**config.mk**
```make
export PLATFORM = sky130hd
export DESIGN_NAME = ts_packet_scheduler
export DESIGN_NICKNAME = d
export VERILOG_FILES = /design/src/rtl/ts_packet_scheduler.sv
export SDC_FILE = /design/constraint.sdc
export NUM_CORES = 1
export LEC_CHECK = 0
export ABC_AREA = 1
export CORE_UTILIZATION = 35
export DETAILED_ROUTE_END_ITERATION = 8
export PLACE_DENSITY = 0.64
export SKIP_LAST_GASP = 1
export SYNTH_ARGS = -nofsm -noshare
export SYNTH_HDL_FRONTEND = slang
export SYNTH_SLANG_ARGS = --single-unit
```
**constraint.sdc**
```tcl
create_clock -name iClk -period 2.76 [get_ports iClk]
set_input_delay 0.552 -clock iClk [delete_from_list [all_inputs] [get_ports iClk]]
set_output_delay 0.552 -clock iClk [all_outputs]
set_load 0.005 [all_outputs]
```
**src/rtl/ts_packet_scheduler.sv**
```systemverilog
// Rate-paced two-source TS packet scheduler: a phase accumulator paces byte
// requests, packet slots are granted round-robin, returned bytes are merged.
module ts_packet_scheduler #(
   parameter int ACC_WIDTH = 24,
   parameter int PKT_BYTES = 204
) (
   input  logic                 iClk,
   input  logic                 iRst,
   input  logic                 iEnable,
   input  logic [ACC_WIDTH-1:0] iRateStep,
   input  logic [1:0]           iPktRdy,
   input  logic [1:0]           iValid,
   input  logic [7:0]           iData0,
   input  logic [7:0]           iData1,
   input  logic [1:0]           iPSync,
   output logic [1:0]           oReq,
   output logic [7:0]           oData,
   output logic                 oValid,
   output logic                 oPSync,
   output logic                 oSel,
   output logic                 oOverrun,
   output logic [15:0]          oPktCnt0,
   output logic [15:0]          oPktCnt1
);

   localparam int CW = (PKT_BYTES > 1) ? $clog2(PKT_BYTES) : 1;

   typedef enum logic [1:0] {
      IDLE = 2'd0,
      ARB  = 2'd1,
      SEND = 2'd2
   } state_t;

   state_t               r_state;
   state_t               w_next;
   logic [ACC_WIDTH-1:0] r_acc;
   logic                 r_pend;
   logic [CW-1:0]        r_cnt;
   logic                 r_grant;

   logic [ACC_WIDTH:0]   w_sum;
   logic                 w_tick;
   logic                 w_issue;
   logic                 w_last;
   logic                 w_grant;

   always_ff @(posedge iClk) begin
      if (iRst) r_state <= IDLE;
      else      r_state <= w_next;
   end

   always_comb begin
      w_next = r_state;
      case (r_state)
         IDLE:    w_next = iEnable ? ARB : IDLE;
         ARB:     w_next = SEND;
         SEND:    if (w_last) w_next = iEnable ? ARB : IDLE;
         default: w_next = IDLE;
      endcase
   end

   // Neither source ready keeps the old grant so that source emits null packets.
   always_comb begin
      w_sum   = {1'b0, r_acc} + {1'b0, iRateStep};
      w_tick  = w_sum[ACC_WIDTH] && (r_state != IDLE);
      w_issue = (r_state == SEND) && (w_tick || r_pend);
      w_last  = w_issue && (r_cnt == CW'(PKT_BYTES - 1));
      w_grant = r_grant;
      case (iPktRdy)
         2'b01:   w_grant = 1'b0;
         2'b10:   w_grant = 1'b1;
         2'b11:   w_grant = ~r_grant;
         default: w_grant = r_grant;
      endcase
   end

   always_ff @(posedge iClk) begin
      if (iRst) begin
         r_acc    <= '0;
         r_pend   <= 1'b0;
         r_cnt    <= '0;
         r_grant  <= 1'b0;
         oReq     <= 2'b00;
         oOverrun <= 1'b0;
         oPktCnt0 <= 16'd0;
         oPktCnt1 <= 16'd0;
      end else begin
         r_acc <= (r_state == IDLE) ? '0 : w_sum[ACC_WIDTH-1:0];
         if (r_state == IDLE || w_issue) r_pend <= 1'b0;
         else if (w_tick)                r_pend <= 1'b1;
         if (w_issue) r_cnt <= w_last ? '0 : r_cnt + CW'(1);
         oReq <= w_issue ? (r_grant ? 2'b10 : 2'b01) : 2'b00;
         if (r_state == ARB) begin
            r_grant <= w_grant;
            if (w_grant) oPktCnt1 <= oPktCnt1 + 16'd1;
            else         oPktCnt0 <= oPktCnt0 + 16'd1;
         end
         if ((w_tick && r_pend && !w_issue) || (&iValid))
            oOverrun <= 1'b1;
      end
   end

   // Source 0 has priority when both return a byte in the same cycle.
   always_ff @(posedge iClk) begin
      if (iRst) begin
         oValid <= 1'b0;
         oData  <= 8'd0;
         oPSync <= 1'b0;
         oSel   <= 1'b0;
      end else begin
         oValid <= |iValid;
         oData  <= iValid[0] ? iData0 : iData1;
         oPSync <= iValid[0] ? iPSync[0] : iPSync[1];
         oSel   <= ~iValid[0];
      end
   end

endmodule

```
Word-level counts from Yosys, hierarchy flattened
Cells that the tools add are included.
{"block": "totals", "register_bits": 82, "in_bits": 49, "wordCells": 54, "output_inout_bits": 46}
{"block": "op_classes", "muxes": 8, "n_bitwise": 4, "eq_ne": 7, "add_sub_neg": 4, "reduce_logical": 18}
{"operator": "$add 16x1->16 const B", "count": 2}
{"operator": "$add 24x24->25", "count": 1}
{"operator": "$mux 8", "count": 2}
{"operator": "$add 8x1->8 const B", "count": 1}
{"operator": "$eq 8x8->1 const B", "count": 1}
{"operator": "$reduce_or 2->1", "count": 4}
{"operator": "$eq 2x2->1 const B", "count": 3}
{"operator": "$pmux 2 s3", "count": 1}
{"operator": "$reduce_and 2->1", "count": 3}
{"operator": "$logic_and 1x1->1", "count": 5}
{"operator": "$eq 2x1->1 const B", "count": 2}
{"operator": "$mux 2", "count": 2}
{"operator": "$not 1->1", "count": 4}
{"operator": "$logic_or 1x1->1", "count": 3}
{"operator": "$pmux 1 s3", "count": 1}
{"operator": "$logic_not 2->1", "count": 1}
{"operator": "$mux 1", "count": 2}
{"operator": "$ne 2x2->1 const B", "count": 1}
{"operator": "$reduce_bool 2->1", "count": 1}
{"operator": "$logic_not 1->1", "count": 1}

Longest topological paths before layout
Gate-level depths: netlist of run 1.
{"block": "depth", "ltp_word": 7, "ltp_mapped": 15}

Worst setup path before layout of run 1
Ideal clock, no wire load.
{"block": "synth_path", "path_type": "input-to-reg", "startpoint": "in iRateStep[0]", "endpoint": "reg r_cnt[0]", "required_ps": 2690, "slack_ps": 596, "t_arrival_ps": 2094, "stages": 14, "n_path_buf": 1, "path_cell_list": "ha_1 > fa_1 > nand2_1 > nand2_1 > nand3_1 > nand2_1 > nand2_1 > nand3_1 > nand2_1 > nand2_1 > buf_4 > nand3_1 > nand2_1 > a21oi_1"}
{"block": "synth_via", "elab_chain_len": 6}
{"element": "from (decl)", "line": "10", "source": "input logic [ACC_WIDTH-1:0] iRateStep,"}
{"element": "$add 24x24->25 (*)", "line": "64", "source": "w_sum = {1'b0, r_acc} + {1'b0, iRateStep};"}
{"element": "$logic_and 1x1->1 (*)", "line": "65", "source": "w_tick = w_sum[ACC_WIDTH] && (r_state != IDLE);"}
{"element": "$logic_or 1x1->1 (*)", "line": "66", "source": "w_issue = (r_state == SEND) && (w_tick || r_pend);"}
{"element": "$logic_and 1x1->1 (*)", "line": "66"}
{"element": "$logic_and 1x1->1", "line": "67", "source": "w_last = w_issue && (r_cnt == CW'(PKT_BYTES - 1));"}
{"element": "$mux 8", "line": "91", "source": "if (w_issue) r_cnt <= w_last ? '0 : r_cnt + CW'(1);"}
{"element": "to (signal assigned)", "line": "91"}
{"element": "to (decl)", "line": "38", "source": "logic [CW-1:0] r_cnt;"}
Every way passes the cells marked *; elsewhere a longest branch is shown, timed or not.
A chain may end at the register's enable or synchronous reset.

Worst setup path in the final report of run 1
{"block": "layout_path", "startpoint": "in iRateStep[0]", "endpoint": "reg r_cnt[2]"}
The elaborated chain is that of the path after synthesis.

==> results of run 1 <==
-- power by group through the flow --
stage | logic (µW) | clock network [µW] | registers, µW
final | 474 | 1250 | 1240
after global routing | 528 | 1340 | 1250
after CTS | 472 | 1290 | 1240
after detailed placement | 469 | 0 | 1270
after global placement | 462 | 0 | 1270
after floorplan | 266 | 0 | 1270
-- worst min-delay path, cell delays in order, from the launching register on --
cell     delay (ns)
dfxtp_1        0.34
nand2_1        0.07
a21oi_1        0.05
-- layer usage --
| metal | wire length, µm | share of wire, % | track usage [%] | vias up |
|---|---|---|---|---|
| met5 | 0 | 0 | 0 | - |
| met4 | 201 | 1.7 | 6.81 | 0 |
| met3 | 642 | 5.3 | 5.04 | 15 |
| met2 | 5940 | 49 | 32.2 | 101 |
| met1 | 5380 | 44 | 20.6 | 2111 |
| li1 | - | - | - | 2414 |
-- state kept, by name (all words and copies together), names as in the netlist --
signal and flops:
oData 8, oOverrun 1, oPSync 1, oPktCnt0 16, oPktCnt1 16, oReq 2
oSel 1, oValid 1, r_acc 24, r_cnt 8, r_grant 1, r_pend 1
r_state 2
-- cell usage after synthesis, drive strengths merged (9+ instances only) --
master / instances / area, µm²
ha: 27 / 338
o21ai: 33 / 169
a21oi: 72 / 360
or2: 13 / 81.3
clkbuf: 9 / 33.8
nor3: 22 / 158
nand3: 37 / 190
dfxtp: 82 / 1640
nor2: 78 / 324
xor2: 13 / 114
nand4: 16 / 100
inv: 80 / 300
nand2: 143 / 564
-- through the flow --
stage,total power [µW],std cells
after floorplan,1530,664
after global placement,1730,938
after detailed placement,1740,938
after CTS,3010,954
after global routing,3120,954
final,2970,954
-- cell type report --
class | instances | area [µm²]
fillers | 1301 | 6590
multi-input cells | 490 | 2680
flip-flops and latches | 82 | 1640
repair buffers | 113 | 1080
inverters | 81 | 304
clock buffers | 10 | 239
well taps | 172 | 215
clock inverters | 6 | 72.6
-- worst paths after layout --
kind	depth (start not counted)	endpoint	slack [ns]	from
worst max register to register	13	r_cnt[2]$_SDFFE_PP0P_	0.69	r_acc[0]$_SDFF_PP0_
worst min-delay path	2	r_cnt[1]$_SDFFE_PP0P_	0.50	r_cnt[1]$_SDFFE_PP0P_
worst max-delay path	14	r_cnt[2]$_SDFFE_PP0P_	0.35	iRateStep[0]
worst min register to register	2	r_cnt[1]$_SDFFE_PP0P_	0.50	r_cnt[1]$_SDFFE_PP0P_
-- cell families after synthesis --
family,synth area share [%]
AO/OA/AOI/OAI,13.9
buffers and inverters,7.47
AND/OR/NAND/NOR,32.9
flip-flops,35.1
XOR/XNOR,3.00
adder cells (fa/ha/maj),7.66
==> metrics.txt, run 1 <==
status completed; Switching Power 791 µW; Root Driver clkbuf_16; Post-DRT Antenna Nets 0; synthesized instance count 664; static leakage between 0.002 and 0.003 µW; CP dominant cell by count nand2_1; Synth Flop Type dfxtp_1; Synthesized Nets 741; mapped cell area 4670 µm²; Final Cycle Share between 80% and 90%; Sink Count 82; worst setup margin between 0.3 and 0.4 ns; CTS resizes 0; Worst-path clk slew approximately 0.07 ns; DR vias about 4600; Hold Crit Class reg -> reg; total wire length between 10000 and 15000 µm; Async SR Flop Fraction 0%; Slew @ Worst Pin 0.624 ns; Die Y roughly 120 µm; area of the core around 13000 µm²; diode count 0; Setup CP Type in -> reg; layout cells sized above 1 under 10%; area delta synth->final 33.5%; Pwr Density approximately 480 nW/µm²; Post-DP Area around 5900 µm²; largest net degree at the start of global routing 32; Seq/Total Area, Yosys 35.1%; Util after Layout 48.6%; gr ovfl total 0; Routability Congestion approximately 0.94; Die Wd about 120 µm; Avg Cell Area, Syn about 7.0 µm²; Max VDD drop 305 µV; final hold violations 0; max incr delay on CP 0.41 ns; switching part of the total 26.7%; Tmin final around 2.4 ns; max_cap viols 0; Clock Power Share 42.2%; Worst setup EP type flip-flop; Rows 41; initial antenna violation count 0; max-slew headroom at the worst pin between 50% and 60%; Seq cells post-synth between 80 and 90; Gate power share about 16%; Max Slew Vio Count 0; Worst Clk Skew 0.0105 ns; First-pass DRT Iterations 5; postcts setup bufs 0; commonest non-fill, non-tap cell in the layout nand2_1; Final setup viols 0; CP top delay family simple AND/OR/NAND/NOR gates; Yosys warnings 0; number of global-route vias before repair between 4000 and 5000; WP buf/inv 1; pre-CTS setup slack -0.00503 ns; average wire per cell in the routed design around 13 µm; num ports 95; Vias/cell 4.86; CTS Buffer Depth 2; IO buf count 94; H-tree levels 3; WP data required a little over 3 ns; DRC 0; CTS tree done; TritonCTS Buffers 9; CP max-delay cell clkdlybuf4s50_1; Final #Nets 854; starting density of the core a little over a third; RSZ-0062 raised after global routing false; Worst Path Max Fanout 9; post-route cell area between 6000 and 7000 µm²; Int Pwr between 2000 and 2500 µW; EDFF count, synth 0; fmax roughly 0.41 GHz; first-pass GRT wire length between 20000 and 25000 µm; initial drt markers between 200 and 300; Reg power frac a little over two fifths; Hold Buf Count CTS 0; WHS about 0.5 ns; setup TNS 0 ns; Netlist cell types 43; Detail Placement HPWL between 9000 and 10000 µm; startpoint types input pin; Total GRT Usage ~18%; die area ~14000 µm²; most frequent cells in the layout 138 x nand2_1, 94 x clkdlybuf4s50_1, 82 x dfxtp_1; Worst-Skew Late Latency 0.35 ns; critical-path cell list clkdlybuf4s50_1 -> ha_1 -> fa_1 -> nand2_1 -> nand2_1 -> nand3_1 -> nand2_1 -> nand2_1 -> nand3_1 -> nand2_1 -> nand2_1 -> nand2_1 -> nand2_1 -> a21oi_1; CP Data Arrival Time 2.69 ns
(Power assumes the default switching activity.)
==> run 2: changes to the inputs <==
--- a/config.mk
+++ b/config.mk
@@ -7,6 +7,7 @@
 export LEC_CHECK = 0
 export ABC_AREA = 1
 export CORE_UTILIZATION = 35
+export CTS_BUF_LIST = sky130_fd_sc_hd__clkbuf_4 sky130_fd_sc_hd__clkbuf_8 sky130_fd_sc_hd__clkbuf_16
 export DETAILED_ROUTE_END_ITERATION = 8
 export PLACE_DENSITY = 0.64
 export SKIP_LAST_GASP = 1
==> results of run 2 <==
Same layout as run 1: the final DEF is identical, and so are final timing and power.
